`src/rtl/pwm_pkg.sv`:
```
// pwm_pkg: shared types and constants for the PWM capture block.
// Holds the capture FSM state enum, duty width and default counter width.
package pwm_pkg;

   localparam int DUTY_W        = 8;
   localparam int CNT_W_DEFAULT = 16;

   typedef enum logic [1:0] {
      WAIT_RISE,
      HIGH,
      LOW
   } cap_state_t;

endpackage

```
`src/rtl/pwm_div.sv`:
```
// pwm_div: restoring divider, one quotient bit per clk, DUTY_W cycles.
// Ports: start/dividend/divisor in; busy, done, quotient out.
// done and quotient are valid together during the final iteration cycle.
// The dividend must be below the divisor so the quotient fits DUTY_W bits.
module pwm_div
   import pwm_pkg::*;
#(
   parameter int CNT_W = CNT_W_DEFAULT
) (
   input  logic              clk,
   input  logic              rst_n,
   input  logic              start,
   input  logic [CNT_W-1:0]  dividend,
   input  logic [CNT_W-1:0]  divisor,
   output logic              busy,
   output logic              done,
   output logic [DUTY_W-1:0] quotient
);

   logic [CNT_W:0]    rem;
   logic [CNT_W-1:0]  dsr;
   logic [DUTY_W-1:0] q;
   logic [2:0]        iter;
   logic [CNT_W:0]    sh;
   logic [CNT_W:0]    diff;
   logic              qbit;

   always_comb begin
      sh       = rem << 1;
      diff     = sh - {1'b0, dsr};
      qbit     = (sh >= {1'b0, dsr});
      quotient = {q[DUTY_W-2:0], qbit};
      done     = busy && (iter == 3'd7);
   end

   always_ff @(posedge clk or negedge rst_n) begin
      if (!rst_n) begin
         rem  <= '0;
         dsr  <= '0;
         q    <= '0;
         iter <= '0;
         busy <= 1'b0;
      end else if (start && !busy) begin
         rem  <= {1'b0, dividend};
         dsr  <= divisor;
         q    <= '0;
         iter <= '0;
         busy <= 1'b1;
      end else if (busy) begin
         rem  <= qbit ? diff : sh;
         q    <= quotient;
         iter <= iter + 3'd1;
         if (done)
            busy <= 1'b0;
      end
   end

endmodule

```
`src/rtl/pwm_capture.sv`:
```
// pwm_capture: measures high time, period and duty of an async PWM input.
// Ports: clk, rst_n, pwm_in in; high_len, period_len, duty, valid,
// stuck_high, stuck_low, overrun out. TIMEOUT must be below 2^CNT_W-1.
module pwm_capture
   import pwm_pkg::*;
#(
   parameter int CNT_W   = CNT_W_DEFAULT,
   parameter int TIMEOUT = 1024
) (
   input  logic              clk,
   input  logic              rst_n,
   input  logic              pwm_in,
   output logic [CNT_W-1:0]  high_len,
   output logic [CNT_W-1:0]  period_len,
   output logic [DUTY_W-1:0] duty,
   output logic              valid,
   output logic              stuck_high,
   output logic              stuck_low,
   output logic              overrun
);

   localparam logic [CNT_W-1:0] CNT_MAX = '1;
   localparam logic [CNT_W-1:0] TO_C    = CNT_W'(TIMEOUT);
   localparam logic [CNT_W-1:0] ONE     = CNT_W'(1);

   cap_state_t state, state_n;

   logic             s1, s2, s3;
   logic [2:0]       fill;
   logic             rise, fall;
   logic [CNT_W-1:0] cnt, cnt_n, cnt_inc;
   logic [CNT_W-1:0] hi_lat, hi_n;
   logic [CNT_W-1:0] pend_hi, pend_per;
   logic             to_done, to_done_n;
   logic             at_to;
   logic             start, drop, to_hi, to_lo;
   logic             busy, done;
   logic [DUTY_W-1:0] quo;

   // fill keeps reset zeros in the synchronizer from looking like an edge,
   // so a pin already high at release is not taken as a rise.
   always_ff @(posedge clk or negedge rst_n) begin
      if (!rst_n) begin
         s1   <= 1'b0;
         s2   <= 1'b0;
         s3   <= 1'b0;
         fill <= '0;
      end else begin
         s1   <= pwm_in;
         s2   <= s1;
         s3   <= s2;
         fill <= {fill[1:0], 1'b1};
      end
   end

   assign rise    = fill[2] & s2 & ~s3;
   assign fall    = fill[2] & ~s2 & s3;
   assign cnt_inc = (cnt == CNT_MAX) ? cnt : cnt + ONE;
   assign at_to   = (cnt >= TO_C);

   always_comb begin
      state_n   = state;
      cnt_n     = cnt_inc;
      hi_n      = hi_lat;
      to_done_n = to_done;
      start     = 1'b0;
      drop      = 1'b0;
      to_hi     = 1'b0;
      to_lo     = 1'b0;
      unique case (state)
         WAIT_RISE: begin
            if (rise) begin
               state_n   = HIGH;
               cnt_n     = ONE;
               to_done_n = 1'b0;
            end else if (fall) begin
               cnt_n     = '0;
               to_done_n = 1'b0;
            end else if (!to_done && at_to) begin
               to_lo     = 1'b1;
               to_done_n = 1'b1;
            end
         end
         HIGH: begin
            if (fall) begin
               state_n = LOW;
               hi_n    = cnt;
            end else if (at_to) begin
               to_hi     = 1'b1;
               to_done_n = 1'b1;
               state_n   = WAIT_RISE;
            end
         end
         LOW: begin
            if (rise) begin
               state_n = HIGH;
               cnt_n   = ONE;
               drop    = busy;
               start   = !busy;
            end else if (at_to) begin
               to_lo     = 1'b1;
               to_done_n = 1'b1;
               state_n   = WAIT_RISE;
            end
         end
         default: state_n = WAIT_RISE;
      endcase
   end

   always_ff @(posedge clk or negedge rst_n) begin
      if (!rst_n) begin
         state    <= WAIT_RISE;
         cnt      <= '0;
         hi_lat   <= '0;
         to_done  <= 1'b0;
         pend_hi  <= '0;
         pend_per <= '0;
      end else begin
         state   <= state_n;
         cnt     <= cnt_n;
         hi_lat  <= hi_n;
         to_done <= to_done_n;
         if (start) begin
            pend_hi  <= hi_lat;
            pend_per <= cnt;
         end
      end
   end

   pwm_div #(
      .CNT_W (CNT_W)
   ) u_div (
      .clk      (clk),
      .rst_n    (rst_n),
      .start    (start),
      .dividend (hi_lat),
      .divisor  (cnt),
      .busy     (busy),
      .done     (done),
      .quotient (quo)
   );

   always_ff @(posedge clk or negedge rst_n) begin
      if (!rst_n) begin
         high_len   <= '0;
         period_len <= '0;
         duty       <= '0;
         valid      <= 1'b0;
         stuck_high <= 1'b0;
         stuck_low  <= 1'b0;
         overrun    <= 1'b0;
      end else begin
         valid   <= 1'b0;
         overrun <= drop;
         if (to_hi) begin
            high_len   <= '0;
            period_len <= '0;
            duty       <= '1;
            valid      <= 1'b1;
            stuck_high <= 1'b1;
            stuck_low  <= 1'b0;
         end else if (to_lo) begin
            high_len   <= '0;
            period_len <= '0;
            duty       <= '0;
            valid      <= 1'b1;
            stuck_high <= 1'b0;
            stuck_low  <= 1'b1;
         end else if (done) begin
            high_len   <= pend_hi;
            period_len <= pend_per;
            duty       <= quo;
            valid      <= 1'b1;
            stuck_high <= 1'b0;
            stuck_low  <= 1'b0;
         end
      end
   end

endmodule
```
`config.mk`:
```
export PLATFORM = sky130hd
export DESIGN_NAME = pwm_capture
export DESIGN_NICKNAME = d
export VERILOG_FILES = /design/src/rtl/pwm_pkg.sv /design/src/rtl/pwm_div.sv /design/src/rtl/pwm_capture.sv
export SDC_FILE = /design/constraint.sdc
export NUM_CORES = 1
export LEC_CHECK = 0
export CORE_MARGIN = 2
export CORE_UTILIZATION = 45
export CTS_CLUSTER_DIAMETER = 200
export DETAILED_ROUTE_END_ITERATION = 12
export PLACE_DENSITY = 0.62
export REMOVE_ABC_BUFFERS = 1
export SLEW_MARGIN = 10
export SYNTH_ARGS = -nofsm -noshare
export SYNTH_HDL_FRONTEND = slang
export SYNTH_HIERARCHICAL = 1
export SYNTH_SLANG_ARGS = --single-unit
```
`constraint.sdc`:
```
create_clock -name clk -period 3.7 [get_ports clk]
set_clock_uncertainty 0.05 [all_clocks]
set_input_delay 0.74 -clock clk [delete_from_list [all_inputs] [get_ports clk]]
set_output_delay 0.74 -clock clk [all_outputs]
set_load 0.01 [all_outputs]
```
==> summary.log <==
INFO  run_status     outcome=finished clean
INFO  route          initialDrtViolationCount=363
INFO  setup_path     critical_path.max_fanout=27
INFO  global_route   initial_antenna_violation_count=0
INFO  layout         final_layout_size_suffix_gt1_frac=0.1400
INFO  synth          number_of_distinct_library_cells_after_synthesis=71
INFO  global_route   global_route_wire_length_before_repair=28.01mm
INFO  clocking       post_cts.resized_instances=0
INFO  timing         period_needed=2.839ns
INFO  placed_design  place.gp.congestion=0.8504
INFO  setup_path     timing.critical_path.arrival=3.08ns
INFO  clocking       cts_setup_buffers=0
INFO  clocking       level_count_of_the_clock_h_tree=4
INFO  synth          yosys_register_bits=160
INFO  route          drt.antenna.violating_nets=0
INFO  floorplan      design.die.area=18370um2
INFO  layout         final_core_util=0.5267
INFO  timing         unrepaired_setup_endpoints_after_global_routing=false
INFO  route          vias_per_cell=5.516
INFO  synth          asyncSetResetFlopFracSynth=1.000
INFO  clocking       clk_transition_reported_paths=0.06ns
INFO  timing         holdWs=0.2522ns
INFO  floorplan      initial_utilization=0.4550
INFO  global_route   gr-usage-all-layers=0.1946
INFO  synth          syn-cell-area=7787um2
INFO  floorplan      ios=47
INFO  layout         most-common-layout-cells=160 x dfrtp_1, 61 x mux2i_1, 60 x nor2_1, 47 x mux2_2, 45 x clkdlybuf4s50_1
INFO  clocking       clock-root-buffer=clkbuf_16
INFO  synth          seq_area_frac_synth=0.5141
INFO  setup_path     cp.required=3.94ns
INFO  synth          postSynthAreaPerCell=11.09um2
INFO  synth          post_synthesis_xor_xnor_area_fraction=0.01462
INFO  layout         layout.cells.most_common=dfrtp_1
INFO  timing         max_freq=0.3522GHz
INFO  synth          synth.yosys.warnings=6
INFO  setup_path     worst-setup-path-type=flip-flop to flip-flop
INFO  route          vias=5378
INFO  placed_design  placement.io_buffers=46
INFO  synth          synth-compound-area-share=0.1272
INFO  timing         final-setup-viol-count=0
INFO  synth          dominantRegCellSynth=dfrtp_1
INFO  placed_design  place_hpwl=11.45mm
INFO  global_route   maximum_number_of_pins_on_one_net_before_global_route_repair=68
INFO  floorplan      chipWidth=135.6um
INFO  placed_design  placed_cells=943
INFO  layout         nets=765
INFO  timing         hold_viol_final=0
INFO  timing         maxSlewViolCount=0
INFO  layout         fillCellCount=1518
INFO  route          drc_errors=0
INFO  route          wirelength=16.90mm
INFO  power_and_ir_drop p_leak=0.003983uW
INFO  timing         setup_ws=0.8606ns
INFO  floorplan      num_rows=48
INFO  clocking       cts_tree=built
INFO  setup_path     setup.worst_path.start_class=flip-flop
INFO  route          drtPass1Iterations=4
INFO  worst_hold_path min-delay-path-class=primary input to async pin
INFO  clocking       clk_path_buf_depth=2
INFO  power_and_ir_drop cellPowerDensity=659.6nW/um2
INFO  job            cap_violations=0
INFO  placed_design  detailedPlace.worstSlack=0.8938ns
INFO  synth          post_synth_inst_count=702
INFO  global_route   grt_overflow_total=0
INFO  route          average_wire_length_per_cell_after_detail_routing=17.34um
INFO  clocking       clock_sinks=160
INFO  synth          synth_edf_count=0
INFO  timing         max_slew.worst_pin.slew=0.9992ns
INFO  synth          synth_mux_area_frac=0.1464
INFO  global_route   first_global_vias=5350
INFO  floorplan      core_area=17120um2
INFO  layout         num_antenna_cells=0
INFO  layout         syn2layout_area_growth=15.76%
INFO  synth          synth-adder-area-share=0.04113
INFO  clocking       cts_hold_buf=0
INFO  floorplan      vert_die_dim=135.6um
INFO  timing         final.period_utilization=0.7674
INFO  power_and_ir_drop power.ir.vdd_worst=332.3uV
INFO  clocking       cts_made_buffers=17
INFO  clocking       clock_latency_of_the_later_clocked_register_in_the_worst_skew_pair=0.42ns
INFO  layout         finish.cell_count_without_fillers=975
INFO  synth          synth-simple-area-share=0.1191
INFO  setup_path     worstSetupEndpointType=flip-flop
INFO  synth          main_combinational_cell_family_by_area_after_synthesis=multiplexers
INFO  timing         max-slew-margin-rel=0.3338
[path summary, 6_finish.rpt]
kind,startpoint,endpoint,slack [ns],cells past startpoint
worst max-delay path,state[0]$_DFFE_PN0P_,u_div/rem[9]$_DFFE_PN0P_,0.86,8
worst min register to register,s1$_DFF_PN0_,s2$_DFF_PN0_,0.30,0
max in group asynchronous,rst_n,pend_per[6]$_DFFE_PN0P_,2.50,2
worst min-delay path,rst_n,high_len[8]$_DFFE_PN0P_,0.25,1
worst max register to register,state[0]$_DFFE_PN0P_,u_div/rem[9]$_DFFE_PN0P_,0.86,8
min in group clk,s1$_DFF_PN0_,s2$_DFF_PN0_,0.30,0
[cell type report]
class	count	area (um2)	area share
tap	225	281.5	0.03123
sequential	160	4004	0.4441
clock buffer	20	436.7	0.04844
multi-input combinational	477	3505	0.3888
clock inverter	12	136.4	0.01513
inverter	26	97.59	0.01083
timing repair buffer	55	554.3	0.06149
[critical path, stage by stage (launching register included)]
cell	delay, ns
dfrtp_1	0.42
inv_1	0.13
ha_1	0.34
nand4b_1	0.27
nor2_4	0.62
buf_4	0.38
mux2_2	0.36
nand2_1	0.06
o21ai_0	0.07
[cells in the mapped netlist, drive strengths merged (4+ instances only)]
master,count,area (um2)
a31oi,5,31.28
or3,6,37.54
nand4,10,77.57
nor4,6,58.80
mux2,47,529.3
xnor2,9,78.83
a21oi,33,168.9
a22o,8,70.07
dfrtp,160,4004
nor2b,18,112.6
ha,24,300.3
inv,26,97.59
mux2i,61,610.6
a21o,7,53.80
o41ai,5,51.30
a211oi,17,132.6
nand3,8,45.04
o21ai,45,229.0
nor2,61,229.0
buf,10,77.58
clkbuf,29,112.6
o211ai,6,50.05
xor2,4,35.03
nand2,43,163.9
nand2b,4,25.02
[state kept, by name (all words and copies together), names as in the netlist]
register,cells
u_div/dsr,16
pend_per,16
state,2
to_done,1
cnt,16
u_div/busy,1
stuck_high,1
stuck_low,1
period_len,16
hi_lat,16
valid,1
u_div/q,7
overrun,1
s2,1
u_div/iter,3
high_len,16
duty,8
fill,3
u_div/rem,16
s3,1
s1,1
pend_hi,16
[cell families (layout without fill, tap and decap cells)]
family                   Yosys count  count (layout)
adder cells (fa/ha/maj)           25              25
buffers and inverters             65             113
AO/OA/AOI/OAI                    150             150
XOR/XNOR                          13              13
flip-flops                       160             160
AND/OR/NAND/NOR                  180             180
multiplexers                     108             108
other                              1               1
[layer usage]
metal / global-route usage / wire length (um) / vias up
met3: 0.03704 / 570 / 18
met4: 0.06597 / 228 / 0
met1: 0.2720 / 8107 / 2681
met5: 0 / 0 / -
met2: 0.3064 / 7996 / 111
li1: - / - / 2568
[power breakdown]
part	internal, uW	switching [uW]	total (uW)	leakage [uW]
Clock	999	694	1690	0.000283
Combinational	863	1100	1970	0.00155
Sequential	2010	271	2290	0.00215
Total	3880	2070	5950	0.00398
[through the flow]
step | TNS (ns) | cell area, um2 | power, uW
4_1_cts | 0 | 9015 | 5982
3_3_place_gp | 0 | 8442 | 4203
6_report | 0 | 9015 | 5946
5_1_grt | 0 | 9015 | 6304
2_1_floorplan | -32.82 | 7597 | 3713
3_5_place_dp | 0 | 8442 | 4251
No activity file was read; power rests on OpenSTA's default activity.
